$ cat src/rtl/mem_share_arbiter.sv
// Front-end for a 16-entry distributed RAM: clears the RAM after every reset,
// then shares its single port between two requesters with round-robin arbitration.
module mem_share_arbiter #(
  parameter int unsigned   AW       = 4,
  parameter int unsigned   DW       = 2,
  parameter logic [DW-1:0] INIT_VAL = '0
) (
  input  logic          clk,
  input  logic          rst,
  input  logic          req0,
  input  logic          we0,
  input  logic [AW-1:0] addr0,
  input  logic [DW-1:0] wdata0,
  output logic          gnt0,
  output logic          rvalid0,
  output logic [DW-1:0] rdata0,
  input  logic          req1,
  input  logic          we1,
  input  logic [AW-1:0] addr1,
  input  logic [DW-1:0] wdata1,
  output logic          gnt1,
  output logic          rvalid1,
  output logic [DW-1:0] rdata1,
  output logic [AW-1:0] mem_a,
  output logic [DW-1:0] mem_d,
  output logic          mem_we,
  input  logic [DW-1:0] mem_spo,
  output logic          init_done
);

  localparam int unsigned    DEPTH    = 1 << AW;
  localparam int unsigned    CW       = AW + 1;
  localparam logic [CW-1:0]  LAST_IDX = CW'(DEPTH - 1);

  typedef enum logic {S_INIT, S_RUN} state_t;

  state_t          r_state;
  state_t          w_state_nxt;
  logic [CW-1:0]   r_init_cnt;
  logic            r_last;
  logic            r_init_done;
  logic            r_rvalid0;
  logic            r_rvalid1;
  logic [DW-1:0]   r_rdata0;
  logic [DW-1:0]   r_rdata1;
  logic            w_gnt0;
  logic            w_gnt1;
  logic            w_init_last;

  always_ff @(posedge clk) begin
    if (!rst) r_state <= S_INIT;
    else      r_state <= w_state_nxt;
  end

  // Next state, arbitration and RAM port mux; r_last=1 means requester 1 won last.
  always_comb begin
    w_state_nxt = r_state;
    w_gnt0      = 1'b0;
    w_gnt1      = 1'b0;
    w_init_last = 1'b0;
    mem_a       = '0;
    mem_d       = '0;
    mem_we      = 1'b0;
    case (r_state)
      S_INIT: begin
        mem_a  = r_init_cnt[AW-1:0];
        mem_d  = INIT_VAL;
        mem_we = 1'b1;
        if (r_init_cnt == LAST_IDX) begin
          w_init_last = 1'b1;
          w_state_nxt = S_RUN;
        end
      end
      S_RUN: begin
        w_gnt0 = req0 & (~req1 | r_last);
        w_gnt1 = req1 & (~req0 | ~r_last);
        if (w_gnt0) begin
          mem_a  = addr0;
          mem_we = we0;
          mem_d  = wdata0;
        end else if (w_gnt1) begin
          mem_a  = addr1;
          mem_we = we1;
          mem_d  = wdata1;
        end
      end
      default: w_state_nxt = S_INIT;
    endcase
  end

  // Clear counter is one bit wider than the address so it never wraps back into range.
  always_ff @(posedge clk) begin
    if (!rst) begin
      r_init_cnt  <= '0;
      r_init_done <= 1'b0;
    end else begin
      if (r_state == S_INIT) r_init_cnt <= r_init_cnt + CW'(1);
      if (w_init_last)       r_init_done <= 1'b1;
    end
  end

  always_ff @(posedge clk) begin
    if (!rst)        r_last <= 1'b1;
    else if (w_gnt0) r_last <= 1'b0;
    else if (w_gnt1) r_last <= 1'b1;
  end

  // Read data captured from the async RAM output at the grant edge.
  always_ff @(posedge clk) begin
    if (!rst) begin
      r_rvalid0 <= 1'b0;
      r_rvalid1 <= 1'b0;
      r_rdata0  <= '0;
      r_rdata1  <= '0;
    end else begin
      r_rvalid0 <= w_gnt0 & ~we0;
      r_rvalid1 <= w_gnt1 & ~we1;
      if (w_gnt0 && !we0) r_rdata0 <= mem_spo;
      if (w_gnt1 && !we1) r_rdata1 <= mem_spo;
    end
  end

  assign gnt0      = w_gnt0;
  assign gnt1      = w_gnt1;
  assign rvalid0   = r_rvalid0;
  assign rvalid1   = r_rvalid1;
  assign rdata0    = r_rdata0;
  assign rdata1    = r_rdata1;
  assign init_done = r_init_done;

endmodule

$ cat config.mk
export PLATFORM = sky130hd
export DESIGN_NAME = mem_share_arbiter
export DESIGN_NICKNAME = d
export VERILOG_FILES = /design/src/rtl/mem_share_arbiter.sv
export SDC_FILE = /design/constraint.sdc
export NUM_CORES = 1
export LEC_CHECK = 0
export ABC_CLOCK_PERIOD_IN_PS = 1660
export CAP_MARGIN = 25
export CORE_ASPECT_RATIO = 1.1
export CORE_MARGIN = 5
export CORE_UTILIZATION = 39
export CTS_BUF_LIST = sky130_fd_sc_hd__clkbuf_4
export CTS_CLUSTER_DIAMETER = 100
export DETAILED_ROUTE_END_ITERATION = 12
export PLACE_DENSITY = 0.77
export SYNTH_ARGS = -nofsm -noshare
export SYNTH_HDL_FRONTEND = slang
export SYNTH_SLANG_ARGS = --single-unit
$ cat constraint.sdc
create_clock -name clk -period 1.66 [get_ports clk]
set_input_delay 0.332 -clock clk [delete_from_list [all_inputs] [get_ports clk]]
set_output_delay 0.332 -clock clk [all_outputs]
set_load 0.005 [all_outputs]
==> metrics, run 1 <==
Slowest-stage cell, CP sky130_fd_sc_hd__dfxtp_4; antenna violations before repair 0; initial DRC count 11; First-pass DRT Iterations 4; achievable clock frequency around 560 MHz; Final TNS setup -395 ps; worst hold start rdata0[0]; Post-Synthesis Cell Area 681 um2; number of max-cap violations 0; pre-CTS setup slack -610 ps; Post-Syn Area per Cell approximately 9.5 um2; classification of the worst setup path reg2out; final critical-path share of the clock period 108%; die width 49.8 um; Cells after Synth between 70 and 80; unique cell type count in the Yosys netlist 28; vias in the first global route 792; via count between 700 and 800; DRC Markers 0; critical path capture point type primary output; Via-to-Cell Ratio 5.06; number of buffers created by CTS 3; layout cells sized above 1 33.6%; flip-flop and latch count after synthesis 14; GP Congestion 0.849; Final Max Tran Viols 0; Post-DRT Antenna Nets 0; GRT Residual Overflow 0; post-synth net total 94; # rows 15; CTS Hold Buffers Added 0; launching element type of the critical path flip-flop; effective utilization at floorplan 42.2%; arrival time reported for the critical path endpoint 1470 ps; failing checks setup timing; transition time of the tightest slew-check pin 259 ps; wire length per cell after detailed routing 14.0 um; first-pass GRT wire length between 3000 and 4000 um; Setup Skew 5.19 ps; longest individual stage delay on the worst path 370 ps; Sinks on Clock Net 14; worst-case vdd ir drop 0.000609 V; master cell of the clock root buffer sky130_fd_sc_hd__clkbuf_4; final worst hold slack ~460 ps; final WL 2070 um; critical-path maximum fanout 4; H-tree Lvls 1; clock slew at the register clock pins of the worst setup and hold paths 90 ps; Final Setup Violations 4; cell breakdown of the critical path buf_6, nor2b_4, nor2_4, buf_6, a221o_1, buf_2; timing startpoint of the critical path r_last; HP Class reg2reg; pwr dens 518 mW/mm2; worst r2r src r_last; detailed-placement wirelength estimate 1510 um; leading cell types in the layout, fill and taps excluded 24 x sky130_fd_sc_hd__clkdlybuf4s50_1, 16 x sky130_fd_sc_hd__buf_4, 12 x sky130_fd_sc_hd__dfxtp_1, 9 x sky130_fd_sc_hd__nor2_1, 8 x sky130_fd_sc_hd__nand2_1; critical path required time 1330 ps; worst path setup slack after routing -139 ps; die height 53.8 um; register area share after synthesis 41.2%; post-synthesis to final-layout area growth 84.7%; fin crit period 1800 ps; worst slew margin relative to its limit between 80% and 90%; most used cell, CP sky130_fd_sc_hd__buf_6; RSZ-0062 raised after global routing yes; Diodes inserted 0; Pleak 0.563 nW; leading cell type in the layout, fill and taps excluded sky130_fd_sc_hd__clkdlybuf4s50_1; area of the core region 0.00161 mm2; Top Ports 36; Worst-Skew Late Latency 280 ps; TritonCTS clock tree done; number of buffers between clock root and the deepest sink 2; combined global-route utilization of all metal layers 16.5%; outcome complete, but fails checks; number of buffers inserted by port buffering 35; number of endpoints with negative hold slack in the final report 0; largest net degree at the start of global routing 9; nets 154; Syn. warnings 0; Die ar. 0.00268 mm2
[report_power, final]
group / switching [mW] / leakage [nW] / internal [mW]
registers: 0.00751 / 0.114 / 0.339
logic: 0.0357 / 0.434 / 0.0730
clock network: 0.109 / 0.0154 / 0.0870
[kinds of logic after synthesis]
logic type	count (synthesis)	share of synthesized area, %
AO/OA/AOI/OAI	12	15.4
buffers and inverters	5	4.96
flip-flops	14	41.2
XOR/XNOR	3	3.86
adder cells (fa/ha/maj)	2	3.68
AND/OR/NAND/NOR	31	23.5
multiplexers	5	7.35
[critical path, delay by kind of cell (launching register included)]
family | cells | cell delay [ps]
AND/OR/NAND/NOR | 2 | 180
AO/OA/AOI/OAI | 1 | 270
buffers and inverters | 3 | 360
flip-flops | 1 | 370
[synth_stat cells]
cell,number,area (um2)
sky130_fd_sc_hd__a211o_1,1,8.76
sky130_fd_sc_hd__a211oi_1,1,7.51
sky130_fd_sc_hd__a21boi_2,1,11.3
sky130_fd_sc_hd__a21oi_1,1,5.00
sky130_fd_sc_hd__a221o_1,3,30.0
sky130_fd_sc_hd__a22o_2,2,20.0
sky130_fd_sc_hd__a32oi_1,2,17.5
sky130_fd_sc_hd__and2_4,1,8.76
sky130_fd_sc_hd__and3_1,2,12.5
sky130_fd_sc_hd__and3_2,1,7.51
sky130_fd_sc_hd__buf_6,2,22.5
sky130_fd_sc_hd__clkinv_1,1,3.75
sky130_fd_sc_hd__dfxtp_1,14,280
sky130_fd_sc_hd__ha_1,2,25.0
sky130_fd_sc_hd__inv_1,2,7.51
sky130_fd_sc_hd__mux2i_1,5,50.1
sky130_fd_sc_hd__nand2_1,9,33.8
sky130_fd_sc_hd__nand2b_1,1,6.26
sky130_fd_sc_hd__nand3b_1,1,7.51
sky130_fd_sc_hd__nand4b_1,1,8.76
sky130_fd_sc_hd__nor2_1,9,33.8
sky130_fd_sc_hd__nor2_2,1,6.26
sky130_fd_sc_hd__nor2b_1,3,18.8
sky130_fd_sc_hd__nor3_2,1,10.0
sky130_fd_sc_hd__nor4_1,1,6.26
sky130_fd_sc_hd__o21ai_0,1,5.00
sky130_fd_sc_hd__xnor2_1,1,8.76
sky130_fd_sc_hd__xor2_1,2,17.5
[what timing repair did]
item                                    in CTS  in global routing
endpoints found under the setup margin       9                  7
pin swaps                                    9                  2
resized for setup                           49                  3
setup buffers                               10                  1
cloned                                       0                  0
[final timing paths]
check	to	slack (ps)	depth (start not counted)
setup / recovery	mem_a[3]	-140	6
hold / removal	rdata0[0]	460	2
setup reg to reg	r_last	310	6
hold reg to reg	rdata0[0]	460	2
[stage by stage]
| stage | utilization (%) | total power [mW] | cell area, um2 | std cells |
|---|---|---|---|---|
| 2_1_floorplan | - | 0.385 | 681 | 72 |
| 3_3_place_gp | 68.9 | 0.460 | 1110 | 133 |
| 3_5_place_dp | 68.9 | 0.463 | 1110 | 133 |
| 4_1_cts | 76.9 | 0.658 | 1240 | 147 |
| 5_1_grt | 77.9 | 0.691 | 1260 | 148 |
| 6_report | 77.9 | 0.651 | 1260 | 148 |
[per-layer routing]
metal	track usage, %	routed length, um	up-vias
met5	0	0	-
met4	7.42	46	0
met3	4.43	130	4
met2	31.8	1070	26
met1	16.7	817	345
li1	-	-	374
[state kept, by name, indices dropped and copies added (netlist names)]
name	count
rvalid0	1
rvalid1	1
init_done	1
r_last	1
r_init_cnt	5
rdata0	2
r_state	1
rdata1	2
[cell type report]
| class | instances | area, um2 |
|---|---|---|
| inverter | 3 | 11.3 |
| tap | 17 | 21.3 |
| timing repair buffer | 57 | 507 |
| fill | 103 | 357 |
| clock buffer | 3 | 22.5 |
| sequential | 14 | 288 |
| multi-input combinational | 53 | 404 |
| clock inverter | 1 | 3.75 |
(Power assumes the default switching activity.)
==> run 2: changes to the inputs <==
ABC_CLOCK_PERIOD_IN_PS = 1900   (was 1660)
CORE_UTILIZATION = 33   (was 39)
PLACE_DENSITY = 0.66   (was 0.77)
clock period = 1.9 ns   (was 1.66 ns; I/O delays follow)
==> run 2 against run 1 <==
  * The run now ends clean
  * Via count is 8.0% lower
  * Wire length is 11% lower
  * Die area is 15% higher
  * Combinational power is 19% lower
  * Count of clock-buffer cells in the layout stayed put
  * Worst setup slack better by 220 ps
  * Critical endpoint unchanged
==> metrics, run 2 (synthesis results as in run 1) <==
outcome complete, no violations; Sinks on Clock Net 14; area of the core region about 0.0020 mm2; Diodes inserted 0; H-tree Lvls 1; Via-to-Cell Ratio between 4 and 5; critical path required time ~1500 ps; leading cell type in the layout, fill and taps excluded sky130_fd_sc_hd__clkdlybuf4s50_1; launching element type of the critical path input port; classification of the worst setup path in2out; Top Ports 36; post-synthesis to final-layout area growth 69.1%; final critical-path share of the clock period 95.5%; antenna violations before repair 0; final WL 1850 um; number of endpoints with negative hold slack in the final report 0; clock slew at the register clock pins of the worst setup and hold paths 80 ps; leading cell types in the layout, fill and taps excluded 25 x sky130_fd_sc_hd__clkdlybuf4s50_1, 12 x sky130_fd_sc_hd__dfxtp_1, 11 x sky130_fd_sc_hd__buf_4, 9 x sky130_fd_sc_hd__nand2_1, 9 x sky130_fd_sc_hd__nor2_1; GRT Residual Overflow 0; via count 689; Die ar. roughly 0.0031 mm2; layout cells sized above 1 approximately a quarter; register area 285 um2; number of flip-flops in the largest register 5; achievable clock frequency 551 MHz; number of buffers created by CTS 3; die width 53.3 um; critical-path maximum fanout 4; Final Max Tran Viols 0; # rows 17; worst slew margin relative to its limit roughly 80%; first-pass GRT wire length 2920 um; CTS Hold Buffers Added 0; final non-filler cell total 147; master cell of the clock root buffer sky130_fd_sc_hd__clkbuf_4; FILL cells around 200; number of cells in the design after placement 141; GP Congestion 0.757; pwr dens approximately 480 mW/mm2; critical path capture point type primary output; Final Setup Violations 0; arrival time reported for the critical path endpoint about 1400 ps; worst-case vdd ir drop 0.000359 V; vias in the first global route 678; worst path setup slack after routing 84.6 ps; TritonCTS clock tree done; Post-DRT Antenna Nets 0; number of buffers between clock root and the deepest sink 2; effective utilization at floorplan 34.0%; wire length per cell after detailed routing 12.6 um; largest net degree at the start of global routing 11; Pleak between 0.5 and 0.6 nW; detailed-placement wirelength estimate approximately 1400 um; die height 57.6 um; transition time of the tightest slew-check pin around 300 ps; Setup Skew 4.18 ps; HP Class reg2reg; Worst-Skew Late Latency 270 ps; register containing the most flip-flops in the final layout r_init_cnt; initial DRC count 2; number of buffers inserted by port buffering 35; fin crit period between 1500 and 2000 ps; combined global-route utilization of all metal layers roughly 13%; area of combinational cells with multiple inputs 387 um2; slack of the worst reg-to-reg path 530 ps; power after layout between 500 and 600 uW; nets 143; First-pass DRT Iterations 4; pre-CTS setup slack -451 ps; number of max-cap violations 0; DRC Markers 0
-- run 2: changes by cell type in the layout (fill, tap and decap cells not counted), moves of 2 or more --
cell | before | now
sky130_fd_sc_hd__dlygate4sd2_1 | 2 | 4
sky130_fd_sc_hd__buf_6 | 7 | 0
sky130_fd_sc_hd__buf_4 | 16 | 11
sky130_fd_sc_hd__clkbuf_2 | 1 | 3
sky130_fd_sc_hd__buf_2 | 5 | 1
-- run 2: critical path: stages --
cell and delay [ps]:
sky130_fd_sc_hd__clkdlybuf4s15_1 200, sky130_fd_sc_hd__a21boi_4 160, sky130_fd_sc_hd__buf_4 130, sky130_fd_sc_hd__and3_2 190, sky130_fd_sc_hd__a221o_1 240, sky130_fd_sc_hd__buf_2 130
-- run 2: where the power goes --
group	switching (mW)	total, mW	internal (mW)
registers	0.00650	0.304	0.297
clock network	0.0918	0.165	0.0733
logic	0.0287	0.0878	0.0591
-- run 2: cell type report --
type                    count  share of cell area, %
multi-input cells          53                   33.6
well taps                  28                   3.04
flip-flops and latches     14                   24.8
repair buffers             46                   35.7
inverters                   3                  0.978
clock buffers               3                   1.96
-- run 2: final timing paths --
kind | depth (start not counted) | endpoint | from
max | 6 | mem_a[3] | req1
min reg2reg | 2 | rdata1[1] | rdata1[1]
max reg2reg | 4 | r_init_cnt[4] | r_init_cnt[0]
min | 2 | rdata1[1] | rdata1[1]
-- run 2: metrics by stage --
stage / area [um2] / hold slack, ps / utilization (%) / TNS (ps)
after global placement: 1100 / 445 / 55.2 / -3410
after floorplan: 681 / 451 / - / 0
after CTS: 1150 / 474 / 57.5 / -145
after global routing: 1150 / 485 / 57.6 / -3.98
final: 1150 / 471 / 57.6 / 0
after detailed placement: 1100 / 456 / 55.2 / -3480
-- run 2: per-layer routing --
layer	part of all wire (%)	global-route usage [%]
met1	41	15.2
met2	47	19.8
met3	11	6.17
met4	0.65	5.47
met5	0	0
-- run 2: timing repair --
item,in CTS,in global routing
pin swaps,1,4
buffers inserted,2,1
resized for setup,19,8
setup endpoints to repair,9,5
